**src/rtl/rxuart_pkg.sv**
```systemverilog
// Shared UART definitions: receiver states, oversampling constants and the
// default fractional baud increment/modulus (16 MHz clock, 115200 baud).
package rxuart_pkg;

  typedef enum logic [1:0] {
    IDLE  = 2'd0,
    START = 2'd1,
    DATA  = 2'd2,
    STOP  = 2'd3
  } state_t;

  localparam int          OVERSAMPLE   = 16;
  localparam logic [3:0]  VOTE_TICK    = 4'd9;
  localparam logic [3:0]  SAMP0_TICK   = VOTE_TICK - 4'd2;
  localparam logic [3:0]  SAMP1_TICK   = VOTE_TICK - 4'd1;
  localparam logic [3:0]  LAST_TICK    = 4'(OVERSAMPLE - 1);

  // 16 MHz * 72 / 625 = 1.8432 MHz = 16 x 115200
  localparam int          DEF_TICK_INC = 72;
  localparam int          DEF_TICK_MOD = 625;
  localparam int          DEF_ACC_W    = 10;

endpackage

```
**src/rtl/baud_tick_gen.sv**
```systemverilog
// Fractional baud tick generator: adds TICK_INC each clock and emits a
// one-cycle tick whenever the sum reaches TICK_MOD, carrying the remainder.
module baud_tick_gen #(
  parameter int TICK_INC = 72,
  parameter int TICK_MOD = 625,
  parameter int ACC_W    = 10
) (
  input  logic i_clk,
  input  logic i_reset,
  input  logic i_clear,
  output logic o_tick
);

  localparam logic [ACC_W-1:0] INC_V = ACC_W'(TICK_INC);
  localparam logic [ACC_W-1:0] MOD_V = ACC_W'(TICK_MOD);

  logic [ACC_W-1:0] r_acc;
  logic [ACC_W-1:0] w_sum;
  logic             w_tick;

  // Sum fits in ACC_W bits because 2^ACC_W > TICK_MOD + TICK_INC.
  assign w_sum  = r_acc + INC_V;
  assign w_tick = (w_sum >= MOD_V);
  assign o_tick = w_tick;

  always_ff @(posedge i_clk or posedge i_reset) begin
    if (i_reset) begin
      r_acc <= '0;
    end else if (i_clear) begin
      r_acc <= '0;
    end else if (w_tick) begin
      r_acc <= w_sum - MOD_V;
    end else begin
      r_acc <= w_sum;
    end
  end

endmodule

```
**src/rtl/rxuart.sv**
```systemverilog
// 8N1 UART receiver: 2-FF synchroniser, 16x fractional oversampling,
// 2-of-3 majority vote per bit, single-cycle data/frame-error strobes.
module rxuart
  import rxuart_pkg::*;
#(
  parameter int TICK_INC = DEF_TICK_INC,
  parameter int TICK_MOD = DEF_TICK_MOD,
  parameter int ACC_W    = DEF_ACC_W
) (
  input  logic       i_clk,
  input  logic       i_reset,
  input  logic       i_uart_rx,
  output logic [7:0] o_data,
  output logic       o_valid,
  output logic       o_frame_err,
  output logic       o_busy
);

  logic [1:0] r_sync;
  state_t     r_state,  w_state_next;
  logic       r_armed,  w_armed_next;
  logic [3:0] r_tcnt,   w_tcnt_next;
  logic [2:0] r_idx,    w_idx_next;
  logic [7:0] r_shift,  w_shift_next;
  logic [7:0] r_data,   w_data_next;
  logic       r_valid,  w_valid_next;
  logic       r_ferr,   w_ferr_next;
  logic       r_s0, r_s1;

  logic w_rx_s, w_tick, w_start, w_vote, w_vote_tick, w_end_tick;

  assign w_rx_s      = r_sync[1];
  assign w_start     = (r_state == IDLE) && r_armed && !w_rx_s;
  assign w_vote      = (r_s0 & r_s1) | (r_s0 & w_rx_s) | (r_s1 & w_rx_s);
  assign w_vote_tick = w_tick && (r_tcnt == VOTE_TICK);
  assign w_end_tick  = w_tick && (r_tcnt == LAST_TICK);

  // Clearing on the start edge phase-aligns the bit grid to the falling edge.
  baud_tick_gen #(
    .TICK_INC (TICK_INC),
    .TICK_MOD (TICK_MOD),
    .ACC_W    (ACC_W)
  ) u_baud (
    .i_clk   (i_clk),
    .i_reset (i_reset),
    .i_clear (w_start),
    .o_tick  (w_tick)
  );

  always_ff @(posedge i_clk or posedge i_reset) begin
    if (i_reset) begin
      r_sync  <= 2'b11;
      r_state <= IDLE;
      r_armed <= 1'b0;
      r_tcnt  <= 4'd0;
      r_idx   <= 3'd0;
      r_shift <= 8'h00;
      r_data  <= 8'h00;
      r_valid <= 1'b0;
      r_ferr  <= 1'b0;
      r_s0    <= 1'b1;
      r_s1    <= 1'b1;
    end else begin
      r_sync  <= {r_sync[0], i_uart_rx};
      r_state <= w_state_next;
      r_armed <= w_armed_next;
      r_tcnt  <= w_tcnt_next;
      r_idx   <= w_idx_next;
      r_shift <= w_shift_next;
      r_data  <= w_data_next;
      r_valid <= w_valid_next;
      r_ferr  <= w_ferr_next;
      if (w_tick && r_tcnt == SAMP0_TICK) r_s0 <= w_rx_s;
      if (w_tick && r_tcnt == SAMP1_TICK) r_s1 <= w_rx_s;
    end
  end

  always_comb begin
    w_state_next = r_state;
    w_armed_next = r_armed;
    w_idx_next   = r_idx;
    w_shift_next = r_shift;
    w_data_next  = r_data;
    w_valid_next = 1'b0;
    w_ferr_next  = 1'b0;
    w_tcnt_next  = r_tcnt;
    if (w_start)     w_tcnt_next = 4'd0;
    else if (w_tick) w_tcnt_next = r_tcnt + 4'd1;

    case (r_state)
      IDLE: begin
        if (w_rx_s)  w_armed_next = 1'b1;
        if (w_start) w_state_next = START;
      end
      START: begin
        if (w_vote_tick && w_vote) begin
          w_state_next = IDLE;
        end else if (w_end_tick) begin
          w_state_next = DATA;
          w_idx_next   = 3'd0;
        end
      end
      DATA: begin
        if (w_vote_tick) w_shift_next = {w_vote, r_shift[7:1]};
        if (w_end_tick) begin
          if (r_idx == 3'd7) w_state_next = STOP;
          else               w_idx_next   = r_idx + 3'd1;
        end
      end
      STOP: begin
        // Leave at mid-stop so a following start edge is never missed.
        if (w_vote_tick) begin
          if (w_vote) begin
            w_valid_next = 1'b1;
            w_data_next  = r_shift;
          end else begin
            w_ferr_next  = 1'b1;
          end
          w_state_next = IDLE;
          w_armed_next = 1'b0;
        end
      end
      default: w_state_next = IDLE;
    endcase
  end

  assign o_data      = r_data;
  assign o_valid     = r_valid;
  assign o_frame_err = r_ferr;
  assign o_busy      = (r_state != IDLE);

endmodule

```
**config.mk**
```make
export PLATFORM = sky130hd
export DESIGN_NAME = rxuart
export DESIGN_NICKNAME = d
export VERILOG_FILES = /design/src/rtl/rxuart_pkg.sv /design/src/rtl/baud_tick_gen.sv /design/src/rtl/rxuart.sv
export SDC_FILE = /design/constraint.sdc
export NUM_CORES = 1
export LEC_CHECK = 0
export ABC_AREA = 1
export CORE_ASPECT_RATIO = 0.6
export CORE_UTILIZATION = 38
export CTS_CLUSTER_SIZE = 14
export DETAILED_ROUTE_END_ITERATION = 16
export GPL_TIMING_DRIVEN = 1
export SLEW_MARGIN = 20
export SYNTH_ARGS = -nofsm -noshare
export SYNTH_HDL_FRONTEND = slang
export SYNTH_SLANG_ARGS = --single-unit
export TNS_END_PERCENT = 30
```
**constraint.sdc**
```tcl
create_clock -name i_clk -period 2.6 [get_ports i_clk]
set_input_delay 0.26 -clock i_clk [delete_from_list [all_inputs] [get_ports i_clk]]
set_output_delay 0.26 -clock i_clk [all_outputs]
set_load 0.02 [all_outputs]
```
==> flow_metrics.py, run 1 <==
metrics = {
    "drt": {
        "wirelength_um": 4130,
        "vias": 1589,
        "drt-wirelength-per-cell_um": 11.8,
        "drt_iter0_markers": 73,
        "ant_nets": 0,
        "drcViolationCount": 0,
        "via_per_inst": 4.53,
        "drt_first_pass_iters": 4,
    },
    "floorplanning": {
        "start_util_pct": 39.5,
        "ios": 14,
        "die_w_um": 100,
        "die_area_mm2": 0.00614,
        "dieHeight_um": 61.1,
        "rows": 21,
        "coreArea_mm2": 0.00560,
    },
    "finish": {
        "area_growth_pct": 14.9,
        "nets": 283,
        "num_antenna_cells": 0,
        "final_cells": 351,
        "drive_gt1_share_pct": 16.6,
        "num-fill-cells": 554,
    },
    "power": {
        "internal_power_mw": 1.31,
        "cellPowerDensity_mw_per_mm2": 854,
        "combPwrFrac_pct": 37.8,
        "swShare_pct": 39.6,
        "p_switching_uw": 859,
        "ir_drop_mv": 0.251,
        "pwr-share-seq_pct": 38.1,
        "p_leak_nw": 1.18,
        "pwr-share-clk_pct": 24.1,
    },
    "sta": {
        "min_period_over_period_pct": 82.8,
        "rsz0062_at_grt": "false",
        "fmax_mhz": 465,
        "hold_viol": 0,
        "min_period_ns": 2.15,
        "finClkSkew_ns": 0.00755,
        "worstMarginPinSlew_ns": 0.577,
        "maxSlewHeadroom_pct": 61.4,
        "slew_violations": 0,
        "setup_tns_ns": 0,
        "setup_viol": 0,
    },
    "clocking": {
        "htreeDepth": 2,
        "clk_latency_ns": 0.30,
        "clock_path_buffers": 2,
        "cts.sink_count": 42,
        "cts-root-buf": "clkbuf_8",
        "post-cts-setup-buffer-count": 0,
        "cts_hold_buffers": 0,
        "path_clk_slew_ns": 0.08,
        "numCtsBuffers": 5,
        "cts_resized": 0,
        "cts_tree": "yes",
    },
    "grt": {
        "grt_max_degree": 43,
        "grt_use_total_pct": 14.6,
        "grt_pass1_vias": 1335,
        "overflow": 0,
        "grt_pass1_wl_um": 6690,
        "antenna_found_initial": 0,
    },
    "critical_path": {
        "crit_fanout": 16,
        "r2r_cells": 13,
        "crit_type": "reg -> reg",
        "crit_top_cell": "nand2_2",
        "crit_chain": "ha_1, nand2_2, inv_2, nor2_2, nand2_2, nor2_4, nand2_2, nand3_4, nand2_4, inv_4, nand3_4, nand2_1, o21ai_2",
        "end_kind": "register",
        "slowest_stage": "dfrtp_1",
        "arrival_ns": 2.34,
        "required_ns": 2.79,
        "setup.worst_path.start_class": "register",
        "slowest_delay_ns": 0.47,
    },
    "synth": {
        "syn_area_per_cell_um2": 8.84,
        "synth_seq_area_share_pct": 47.8,
        "synth_seq_cells": 42,
        "syn-num-nets": 263,
        "synthCells": 250,
        "synth.cell_area_mm2": 0.00221,
        "synth_warnings": 0,
        "synth.distinct_cells": 32,
    },
    "min_path": {
        "whs_path_depth": 1,
        "min_path_type": "in -> reg",
    },
    "placed_design": {
        "place.detailed.hpwl_um": 3020,
        "routabilityCongestion": 0.766,
        "placed_cells": 343,
        "port_buffers": 13,
    },
    "run_status": {
        "outcome": "finished clean",
    },
    "flow_run": {
        "max_cap_viol_count": 0,
    },
}
==> placed cells by master (no fill, tap or decap), types with 2 or more instances in the layout <==
master	instances
nand2_1	49
dfrtp_1	38
inv_1	37
nand3_1	15
o21ai_0	13
o21ai_1	13
clkdlybuf4s50_1	13
nor2_1	12
nor3_1	10
ha_1	10
nand2_2	9
o21ai_2	8
clkbuf_8	5
dfstp_2	4
o21a_1	3
a21oi_1	3
buf_4	3
inv_2	2
nor2_2	2
nand4_1	2
nand3_4	2
nand3_2	2
clkinv_1	2
==> state kept, by name, summed over array words and instances, names as in the netlist, named ones only <==
signal / flops
r_s0: 1
r_state: 1
r_tcnt: 4
o_valid: 1
r_armed: 1
r_shift: 8
o_data: 8
u_baud.r_acc: 10
r_idx: 3
r_sync: 2
r_s1: 1
o_frame_err: 1
==> cells by family (layout without fill, tap and decap cells) <==
family	after synthesis	after routing	share of synthesized area, %
fa+ha+maj	10	10	5.66
simple gates	107	107	24.1
buf+inv	45	66	8.77
compound gates	45	45	12.5
xor+xnor	1	1	1.25
flops	42	42	47.8
==> routing by layer <==
metal | GRT usage [%] | share of wire (%)
met4 | 3.11 | 0.61
met3 | 5.11 | 3.6
met2 | 17.1 | 37
met5 | 0 | 0
met1 | 24.0 | 59
==> path summary, 6_finish.rpt <==
path / end / slack, ns / start
min in group asynchronous: u_baud.r_acc[7]$_DFF_PP0_ / 0.39 / i_reset
max in group asynchronous: r_sync[0]$_DFF_PP1_ / 1.84 / i_reset
max: r_shift[3]$_DFFE_PP0P_ / 0.45 / u_baud.r_acc[3]$_DFF_PP0_
min reg2reg: r_sync[1]$_DFF_PP1_ / 0.36 / r_sync[0]$_DFF_PP1_
max reg2reg: r_shift[3]$_DFFE_PP0P_ / 0.45 / u_baud.r_acc[3]$_DFF_PP0_
min: r_sync[0]$_DFF_PP1_ / 0.36 / i_uart_rx
==> through the flow <==
| step | util (%) | hold WS, ns | area, µm² | power, mW | worst slack (ns) |
|---|---|---|---|---|---|
| after global routing | 45.4 | 0.355 | 2540 | 2.33 | 0.272 |
| after CTS | 45.4 | 0.351 | 2540 | 2.18 | 0.441 |
| after detailed placement | 43.4 | 0.350 | 2430 | 1.65 | 0.468 |
| after global placement | 43.4 | 0.349 | 2430 | 1.65 | 0.514 |
| after floorplan | - | 0.264 | 2210 | 1.46 | 0.741 |
| final | 45.4 | 0.356 | 2540 | 2.17 | 0.448 |
==> area by class of cell <==
cell class / instances / area, µm² / area share, %
flip-flops and latches: 42 / 1060 / 41.6
multi-input cells: 163 / 961 / 37.8
inverters: 42 / 160 / 6.31
repair buffers: 16 / 153 / 6.01
well taps: 80 / 100 / 3.94
clock buffers: 6 / 72.6 / 2.86
clock inverters: 2 / 37.5 / 1.48
==> cells in the mapped netlist, drive strengths merged <==
library cell   n  area [µm²]
a21boi         1        7.51
a21oi          4        23.8
a31oi          1        6.26
and2           1        6.26
buf            3        33.8
clkinv         1        3.75
dfrtp         38         951
dfstp          4         105
ha            10         125
inv           41         156
nand2         59         251
nand3         19         130
nand4          3        25.0
nor2          15        68.8
nor3          10        50.1
o211a          1        10.0
o21a           3        22.5
o21ai         34         200
o22ai          1        6.26
xnor2          1        27.5
==> power by group through the flow <==
stage                     combinational, mW  clock [mW]  sequential, mW
after floorplan                       0.645           0           0.816
after global placement                0.812           0           0.834
after detailed placement              0.816           0           0.838
after CTS                             0.824       0.535           0.825
after global routing                  0.925       0.568           0.838
final                                 0.820       0.524           0.825
==> worst max-delay path: cells and delay by family, from the launching register on <==
kind            cells  cell delay (ns)
compound gates      1             0.06
fa+ha+maj           1             0.25
simple gates        9             1.09
flops               1             0.47
buf+inv             2             0.16
Note: power is estimated with default switching activity, not from simulation.
==> run 2: changes to the inputs <==
- clock period: 2.6 -> 1.84 ns (I/O delays scaled with it)
==> run 2 against run 1 <==
  * Worst hold slack worse by 0.13 ns
  * Non-clock buffer count up 20
  * The run now ends with negative setup slack left
  * Sequential cell count unchanged
  * Wire length up 8.7%
  * Cell area up 11%
  * First-iteration DRC count down 26%
==> flow_metrics.py, run 2 (synthesis gave the netlist of run 1 again) <==
metrics = {
    "run_status": {
        "outcome": "finished with violations",
        "violations": "negative setup slack",
    },
    "grt": {
        "overflow": 0,
        "grt_max_degree": 43,
        "antenna_found_initial": 0,
        "grt_use_total_pct": 16.1,
        "grt_pass1_wl_um": 7340,
        "grt_pass1_vias": 1506,
    },
    "placed_design": {
        "routabilityCongestion": 0.762,
        "place.detailed.hpwl_um": 3200,
        "port_buffers": 13,
        "placed_area_mm2": 0.00259,
        "placed_cells": 362,
    },
    "finish": {
        "final_area_mm2": 0.00283,
        "final_cells": 372,
        "largest_reg_flops": 10,
        "drive_gt1_share_pct": 29.1,
        "area_growth_pct": 27.8,
        "num_antenna_cells": 0,
        "num-fill-cells": 525,
        "mostFrequentLayoutCells": "nand2_1, inv_1, dfrtp_1",
        "largest-register": "u_baud.r_acc",
        "layout_commonest_cell": "nand2_1",
        "nets": 304,
    },
    "min_path": {
        "min_path_type": "in -> async",
    },
    "floorplanning": {
        "start_util_pct": 39.5,
        "coreArea_mm2": 0.00560,
        "ios": 14,
        "rows": 21,
        "dieHeight_um": 61.1,
        "die_area_mm2": 0.00614,
        "die_w_um": 100,
    },
    "critical_path": {
        "setup.worst_path.start_class": "register",
        "crit_type": "reg -> reg",
        "arrival_ns": 2.15,
        "crit_fanout": 6,
        "end_kind": "register",
        "required_ns": 2.07,
        "r2r_slack_ns": -0.08,
    },
    "drt": {
        "wirelength_um": 4490,
        "drt-wirelength-per-cell_um": 12.1,
        "ant_nets": 0,
        "vias": 1707,
        "drcViolationCount": 0,
        "via_per_inst": 4.59,
        "drt_iter0_markers": 54,
        "drt_first_pass_iters": 4,
    },
    "clocking": {
        "clock_path_buffers": 2,
        "cts_tree": "yes",
        "clk_latency_ns": 0.30,
        "cts-root-buf": "clkbuf_8",
        "cts.sink_count": 42,
        "path_clk_slew_ns": 0.08,
        "htreeDepth": 2,
        "numCtsBuffers": 5,
    },
    "power": {
        "cellPowerDensity_mw_per_mm2": 1190,
        "ir_drop_mv": 0.402,
        "p_leak_nw": 1.29,
    },
    "sta": {
        "fin_ws_ns": -0.0777,
        "finClkSkew_ns": 0.00658,
        "maxSlewHeadroom_pct": 73.8,
        "hold_viol": 0,
        "slew_violations": 0,
        "setup_viol": 9,
        "rsz0062_at_grt": "true",
        "min_period_ns": 1.92,
        "hold_ws_ns": 0.229,
        "worstMarginPinSlew_ns": 0.390,
        "fmax_mhz": 521,
        "setup_tns_ns": -0.311,
        "min_period_over_period_pct": 104,
    },
    "flow_run": {
        "max_cap_viol_count": 0,
    },
}
-- run 2: worst paths after layout --
check | depth (start not counted) | to | startpoint
min reg2reg | 0 | r_sync[1]$_DFF_PP1_ | r_sync[0]$_DFF_PP1_
max in group asynchronous | 3 | r_sync[1]$_DFF_PP1_ | i_reset
min in group i_clk | 1 | r_sync[0]$_DFF_PP1_ | i_uart_rx
max reg2reg | 13 | u_baud.r_acc[6]$_DFF_PP0_ | u_baud.r_acc[3]$_DFF_PP0_
min | 3 | u_baud.r_acc[6]$_DFF_PP0_ | i_reset
max | 13 | u_baud.r_acc[6]$_DFF_PP0_ | u_baud.r_acc[3]$_DFF_PP0_
-- run 2: where the power goes --
group	internal (mW)	switching [mW]
clock network	0.302	0.327
registers	1.04	0.108
logic	0.670	0.901
-- run 2: critical path, stage by stage (launching register included) --
cell	delay, ns
dfrtp_1	0.42
ha_2	0.19
nand2_2	0.09
inv_2	0.05
nor2_4	0.10
nand2_2	0.08
nor2_4	0.13
nand2_2	0.07
nand3_4	0.10
nand2_4	0.10
inv_6	0.11
nand2_1	0.09
o21ai_1	0.14
o211a_1	0.19
-- run 2: through the flow --
step | setup WS, ns | total power, mW | utilization [%]
finish | -0.0777 | 3.35 | 50.5
global route | -0.214 | 3.60 | 50.5
floorplan | 0.0114 | 2.07 | -
detailed placement | -0.118 | 2.59 | 46.2
CTS | -0.0738 | 3.31 | 49.0
global placement | -0.0645 | 2.58 | 46.2
-- run 2: cell type report --
type / count / area (µm²) / share of cell area, %
Clock buffer: 6 / 82.6 / 2.92
Clock inverter: 2 / 12.5 / 0.443
Inverter: 42 / 163 / 5.76
Multi-Input combinational cell: 164 / 1080 / 38.4
Sequential cell: 42 / 1060 / 37.4
Tap cell: 80 / 100 / 3.54
Timing Repair Buffer: 36 / 325 / 11.5
-- run 2: layer usage --
layer	track usage, %	part of all wire (%)	up-vias
li1	-	-	897
met1	24.8	57	780
met2	21.6	39	24
met3	4.09	3.1	6
met4	5.59	1.3	0
met5	0	0	-
-- run 2: repair_timing --
| action | 4_1_cts | 5_1_grt |
|---|---|---|
| gates resized for setup | 13 | 21 |
| cloned | 1 | 0 |
| endpoints found under the setup margin | 36 | 40 |
| pin swaps | 4 | 2 |
| hold buffers | 0 | 0 |
| setup buffers | 0 | 1 |
